File: src/rtl/inport_ctl.sv
// Router input-port controller: flit FIFO, XY route of the head flit, and the
// req/port handshake toward the five output arbiters. One pop per granted cycle.
// Optional stall counter enabled with `define INPORT_STALLCNT_EN.
module inport_ctl #(
  parameter int PORTID   = 0,
  parameter int ROUTER_X = 0,
  parameter int ROUTER_Y = 0,
  parameter int DEPTH    = 4,
  parameter int DATAW    = 32
) (
  input  logic               clk,
  input  logic               rst,
  input  logic [DATAW+1:0]   flit_i,
  input  logic               flit_valid_i,
  output logic               ready_o,
  output logic               req_o,
  output logic [2:0]         port_o,
  input  logic [4:0]         grt_i,
  output logic [DATAW+1:0]   flit_o,
  output logic               flit_valid_o,
  output logic [15:0]        stall_cnt_o
);

  localparam int AW = $clog2(DEPTH);
  localparam int FW = DATAW + 2;
  localparam logic [3:0] RX = 4'(ROUTER_X);
  localparam logic [3:0] RY = 4'(ROUTER_Y);

  // Illegal configurations leave a conspicuously named scope in the hierarchy.
  if (DEPTH < 2 || (DEPTH & (DEPTH - 1)) != 0 || DATAW < 8 || PORTID < 0 || PORTID > 4)
  begin : g_bad_params_check
  end

  typedef enum logic [1:0] {IDLE, ACTIVE, DRAIN} state_t;

  logic [FW-1:0] mem [DEPTH];
  logic [AW-1:0] wr_ptr, rd_ptr;
  logic [AW:0]   count;
  logic          empty, full, push, pop, pop_fwd, pop_drop;
  logic [FW-1:0] head;
  logic [1:0]    head_type;
  logic          head_is_hd, head_is_tl, grant;
  logic [2:0]    route, port_q;
  state_t        state;

  assign empty      = (count == '0);
  assign full       = (count == (AW+1)'(DEPTH));
  assign ready_o    = !full;
  assign head       = mem[rd_ptr];
  assign head_type  = head[FW-1:DATAW];
  assign head_is_hd = (head_type[1] == head_type[0]);  // 00 head, 11 head+tail
  assign head_is_tl = head_type[1];                    // 10 tail, 11 head+tail
  assign grant      = grt_i[port_q];
  assign port_o     = port_q;

  assign push     = flit_valid_i && !full;
  assign pop_fwd  = (state == ACTIVE) && grant && !empty;
  assign pop_drop = (state == IDLE) && !empty && !head_is_hd;
  assign pop      = pop_fwd || pop_drop;

  // XY routing: resolve X first, then Y, local port when both match.
  always_comb begin
    route = 3'd0;
    if (head[7:4] > RX)      route = 3'd2;
    else if (head[7:4] < RX) route = 3'd4;
    else if (head[3:0] > RY) route = 3'd3;
    else if (head[3:0] < RY) route = 3'd1;
  end

  // FIFO storage; contents need no reset since count gates every read.
  always_ff @(posedge clk) begin
    if (push) mem[wr_ptr] <= flit_i;
  end

  // FIFO pointers and occupancy; pointers wrap naturally at a power-of-two depth.
  always_ff @(posedge clk or posedge rst) begin
    if (rst) begin
      wr_ptr <= '0;
      rd_ptr <= '0;
      count  <= '0;
    end else begin
      if (push) wr_ptr <= wr_ptr + AW'(1);
      if (pop)  rd_ptr <= rd_ptr + AW'(1);
      case ({push, pop})
        2'b10:   count <= count + (AW+1)'(1);
        2'b01:   count <= count - (AW+1)'(1);
        default: count <= count;
      endcase
    end
  end

  // Packet FSM: hold req for the whole packet, drop req one cycle after the tail.
  always_ff @(posedge clk or posedge rst) begin
    if (rst) begin
      state        <= IDLE;
      req_o        <= 1'b0;
      port_q       <= '0;
      flit_o       <= '0;
      flit_valid_o <= 1'b0;
    end else begin
      flit_valid_o <= pop_fwd;
      if (pop_fwd) flit_o <= head;
      case (state)
        IDLE: begin
          if (!empty && head_is_hd) begin
            port_q <= route;
            req_o  <= 1'b1;
            state  <= ACTIVE;
          end
        end
        ACTIVE: begin
          if (pop_fwd && head_is_tl) begin
            req_o <= 1'b0;
            state <= DRAIN;
          end
        end
        DRAIN:   state <= IDLE;
        default: state <= IDLE;
      endcase
    end
  end

`ifdef INPORT_STALLCNT_EN
  // Count cycles spent requesting with data but no grant; clear on tail pop.
  always_ff @(posedge clk or posedge rst) begin
    if (rst)
      stall_cnt_o <= '0;
    else if (pop_fwd && head_is_tl)
      stall_cnt_o <= '0;
    else if (req_o && !grant && !empty && stall_cnt_o != 16'hFFFF)
      stall_cnt_o <= stall_cnt_o + 16'd1;
  end
`else
  assign stall_cnt_o = '0;
`endif

endmodule
File: config.mk
export PLATFORM = sky130hd
export DESIGN_NAME = inport_ctl
export DESIGN_NICKNAME = d
export VERILOG_FILES = /design/src/rtl/inport_ctl.sv
export SDC_FILE = /design/constraint.sdc
export NUM_CORES = 1
export LEC_CHECK = 0
export ABC_AREA = 1
export CORE_MARGIN = 1
export CORE_UTILIZATION = 50
export DETAILED_ROUTE_END_ITERATION = 12
export PLACE_DENSITY = 0.86
export SYNTH_ARGS = -nofsm -noshare
export SYNTH_HDL_FRONTEND = slang
export SYNTH_SLANG_ARGS = --single-unit
File: constraint.sdc
create_clock -name clk -period 3.1 [get_ports clk]
set_input_delay 0.465 -clock clk [delete_from_list [all_inputs] [get_ports clk]]
set_output_delay 0.465 -clock clk [all_outputs]
set_load 0.02 [all_outputs]
# Word-level counts from Yosys, hierarchy flattened
# Memory sizes are Yosys's and may differ from the RTL's.
# Cells that the tools add are included.
# word_totals
elab_cells	58
inputBits	42
n_memories	1
reg_bits	48
ramBits	136
out_inout_bits	56
# op_classes
eq_ne	7
addsub	4
muxes	15
n_lt_le_gt_ge	5
reduce_logical	18
# memory_table
name	words	width	read_ports	rd_clocked_by_memory_dff	wr	line	rtl
mem	4	34	1	0	1	36	logic [FW-1:0] mem [DEPTH];
# op_table
cell	n
$gt 4x1->1 const B	2
$lt 4x1->1 const B	2
$logic_and 1x1->1	7
$mux 1	6
$mux 2	3
$mux 3	2
$pmux 3 s2	1
$add 2x1->2 const B	2
$eq 2x1->1 const B	2
$lt 3x4->1 const B	1
$ne 2x1->1 const B	2
$pmux 2 s2	1
$reduce_and 2->1	2
$reduce_bool 2->1	2
$add 3x1->3 const B	1
$bmux 1 s3	1
$eq 3x3->1 const B	1
$logic_not 1->1	3
$logic_not 3->1	1
$reduce_and 3->1	1
$sub 3x1->3 const B	1
$eq 2x2->1 const B	1
$logic_not 2->1	1
$pmux 1 s2	1
other kinds (2)	2

# Longest topological paths before layout
# logic_depth
depth_word	7
mapped_depth	15

# Worst setup path after synthesis
# No wires, ideal clock.
# synth_timing
path_kind	reg-to-reg
start	reg count[1]
end	mem mem[0][0] (netlist bit), enable pin
n_path_buf	0
t_required_ns	2.675
setup_time_ns	0.425
path_stages_with_launch	5
path_slack_ns	0.369
t_arrival_ns	2.306
synth_period_minus_slack_ns	2.731
path_cell_list	dfrtp_1 -> inv_1 -> nand3_1 -> nand2_1 -> nor2_1
# synth_via
elab_chain_len	5
# synth_lines
element	line	rtl
start, declared	38	logic [AW:0] count;
start signal, assigned	85	2'b10: count <= count + (AW+1)'(1);
start signal, assigned	86	2'b01: count <= count - (AW+1)'(1);
start signal, assigned	87	default: count <= count;
$eq 3x3->1	47	assign full = (count == (AW+1)'(DEPTH));
$logic_not 1->1	n/a	
net ready_o	15	output logic ready_o,
$logic_and 1x1->1	56	assign push = flit_valid_i && !full;
$mux 1	72	if (push) mem[wr_ptr] <= flit_i;
$mux 1 (not written as such)	72	
end, declared	36	
# The timed path passes the listed nets, and every way through them passes these cells.

# Worst setup path after layout
# layout_timing
start	reg rd_ptr[0]
end	reg count[2]
# layout_via
elab_chain_len	7
# layout_lines
element	line	rtl
start, declared	37	logic [AW-1:0] wr_ptr, rd_ptr;
start signal, assigned	83	if (pop) rd_ptr <= rd_ptr + AW'(1);
$mem_v2 4x34 (*)	n/a	
$eq 1x1->1 (*)	51	assign head_is_hd = (head_type[1] == head_type[0]);
$logic_not 1->1 (*)	58	assign pop_drop = (state == IDLE) && !empty && !head_is_hd;
$logic_and 1x1->1 (*)	58	
$logic_or 1x1->1 (*)	59	assign pop = pop_fwd || pop_drop;
$eq 2x1->1 / $eq 2x2->1 (equally long branches)	84	case ({push, pop})
$pmux 3 s2 / $reduce_bool 2->1 (equally long branches)	n/a	
# Every way passes the cells marked *; elsewhere a longest branch is shown, timed or not.
# A chain may end at the register's enable or synchronous reset.

==> impl_metrics.json <==
{
  "rsz0062_at_grt": "no",
  "hp-class": "flop to flop",
  "dpl.cell_count": 849,
  "power_density_nw_per_um2": 1050,
  "antenna_cells": 0,
  "synth_area_sq_um": 7330,
  "place_area_sq_um": 8230,
  "cts_tree": "done",
  "critPathLaunchType": "flop",
  "required_ps": 3420,
  "start_util": 0.520,
  "core_sq_um": 14100,
  "port_buffers": 79,
  "antenna_found_initial": 0,
  "synth_enable_flop_cells": 136,
  "gp_congestion": 0.731,
  "root_buffer": "clkbuf_16",
  "fin_worst_skew_ps": 16.3,
  "die_area_sq_um": 15100,
  "yosysTopAreaCell": "edfxtp_1",
  "dr.max_layer_used": "met4",
  "period_share": 0.823,
  "ios": 98,
  "hold_start": "flit_o[30]",
  "ys_types": 32,
  "place_hpwl_mm": 9.08,
  "drv_cap": 0,
  "netlist.area_leader.share": 0.557,
  "fin_nets": 736,
  "drive_gt1_frac": 0.106,
  "grt_pass1_wl_mm": 24.5,
  "drt_iter0_markers": 385,
  "finalSetupViolations": 0,
  "clock_latency_ps": 440,
  "crit_type": "flop to flop",
  "clock-sinks": 183,
  "grt_start_max_net_pins": 51,
  "fin_util": 0.625,
  "ant_nets": 0,
  "totalPowerFinal_mw": 9.25,
  "synth.area.top_cells": "edfxtp_1 56%, dfrtp_1 16%, nand2_1 8.5%",
  "peakVddDrop_mv": 0.535,
  "synth-seq-area-share": 0.718,
  "routedWlPerCell_um": 17.7,
  "overflow": 0,
  "dr.pass1.iters": 4,
  "synthCells": 606,
  "fmax_ghz": 0.392,
  "cts_resized": 0,
  "cp_max_fo": 26,
  "cts_hold_buf": 0,
  "syn_avg_cell_area_sq_um": 12.1,
  "pre_cts_ws_ps": 618,
  "fin_crit_ps": 2550,
  "synth_ff_type": "edfxtp_1",
  "vias_per_cell": 5.39,
  "startpoint": "rd_ptr[0]",
  "synthToLayoutAreaGrowth_pct": 20.3,
  "drv_slew": 0,
  "p_leak_nw": 3.43,
  "route.met3.wl_mm": 1.02,
  "timing.final.ws_setup_ps": 550,
  "path_clk_slew_ps": 70,
  "met2_length_mm": 8.20,
  "fin_hold_ws_ps": 483,
  "worst_slew_pin_slew_ps": 1050,
  "ys_ff_latch": 183,
  "grt.total_usage": 0.224,
  "routed_wl_mm": 15.6,
  "clock_path_buffers": 2,
  "cp_data_arrival_time_ps": 2870,
  "die_w_um": 123,
  "met1Wirelength_mm": 5.99,
  "timing.rr.start": "rd_ptr[0]",
  "grt_pass1_vias": 4979,
  "fin_area_sq_um": 8820,
  "rows": 43,
  "cts_buffers": 17,
  "post-cts-setup-buffer-count": 0,
  "via_count": 4748,
  "htreeDepth": 4,
  "yosysWarnings": 0,
  "async_flop_share": 0.257,
  "hold_viol_final": 0,
  "setup_tns_ps": 0,
  "drc_errors": 0,
  "die_h_um": 123,
  "fin_cells": 881,
  "crit_path_end_kind": "flop",
  "status": "finished clean",
  "slew_headroom": 0.297
}
[metal layers]
| layer | track usage | up-vias |
|---|---|---|
| met2 | 0.381 | 208 |
| met1 | 0.257 | 2302 |
| met3 | 0.0554 | 33 |
| met5 | 0 | - |
| met4 | 0.129 | 0 |
| li1 | - | 2205 |
[logic make-up (layout without fill, tap and decap cells)]
group	count (synthesis)	in the layout	synth area share
simple gates	258	258	0.145
flops	183	183	0.718
compound gates	90	90	0.0664
buf+inv	64	143	0.0550
fa+ha+maj	6	6	0.0113
xor+xnor	4	4	0.00478
other cells	1	17	0.000512
[critical path: stages (launching register included)]
cell     delay, ps
dfrtp_2        430
buf_4          310
nand2_1        150
nand3_1        110
nand2_1        120
nand2_2        130
nand3_2        110
nand2_2         90
ha_1           140
inv_1           60
fa_1           370
a21oi_1        140
o21ai_0        110
xor2_1         150
[power by group]
part,internal [mW],switching [mW],leakage [nW],total [mW]
combinational,1.21,2.27,1.32,3.48
sequential,3.34,0.273,1.82,3.62
clock,1.21,0.936,0.286,2.15
total,5.77,3.48,3.43,9.25
[flip-flops by register name (all words and copies together) (netlist names)]
name / flops
req_o: 1
rd_ptr: 2
port_o: 2
count: 3
state: 2
flit_valid_o: 1
mem: 136
flit_o: 34
wr_ptr: 2
[synth_stat cells, types with 2 or more instances]
master,number
ha_1,5
nor2_2,10
o21ai_1,2
inv_2,3
buf_2,17
buf_4,19
inv_1,12
nand3_1,24
a21oi_1,3
buf_6,3
nand2_1,166
nand3_2,2
o21ai_0,60
clkinv_1,2
clkbuf_1,2
nor2_1,49
edfxtp_1,136
dfrtp_1,47
buf_8,2
xor2_1,3
nand2_2,5
o22ai_1,24
[area by class of cell]
cell class / count / area (sq um)
fillers: 1050 / 5280
flip-flops and latches: 183 / 5260
multi-input cells: 375 / 1760
repair buffers: 93 / 908
clock buffers: 18 / 439
well taps: 180 / 225
clock inverters: 14 / 149
inverters: 18 / 75.1
[final timing paths]
kind / endpoint / slack, ps / cells after the start
worst min-delay path: flit_o[30] / 480 / 2
min in group asynchronous: flit_o[10] / 610 / 2
worst min register to register: flit_o[30] / 480 / 2
max in group asynchronous: rd_ptr[0] / 1780 / 2
worst max-delay path: count[2] / 550 / 13
worst max register to register: count[2] / 550 / 13
[cells in the final DEF (no fill, tap or decap), types with 3 or more instances in the layout]
cell	Yosys	routed
edfxtp_1	136	136
clkbuf_16	0	17
a21oi_1	3	3
ha_1	5	5
nand2_2	5	5
nor2_2	10	10
clkdlybuf4s50_1	0	79
clkinv_2	0	3
nor2_4	0	4
inv_1	12	11
inv_2	3	4
nor2_1	49	45
buf_4	19	13
clkinv_1	2	3
xor2_1	3	3
conb_1	1	17
o21ai_0	60	60
o22ai_1	24	24
nand2_1	166	166
inv_6	0	3
dfrtp_1	47	46
nand3_1	24	24
Note: power is estimated with default switching activity, not from simulation.
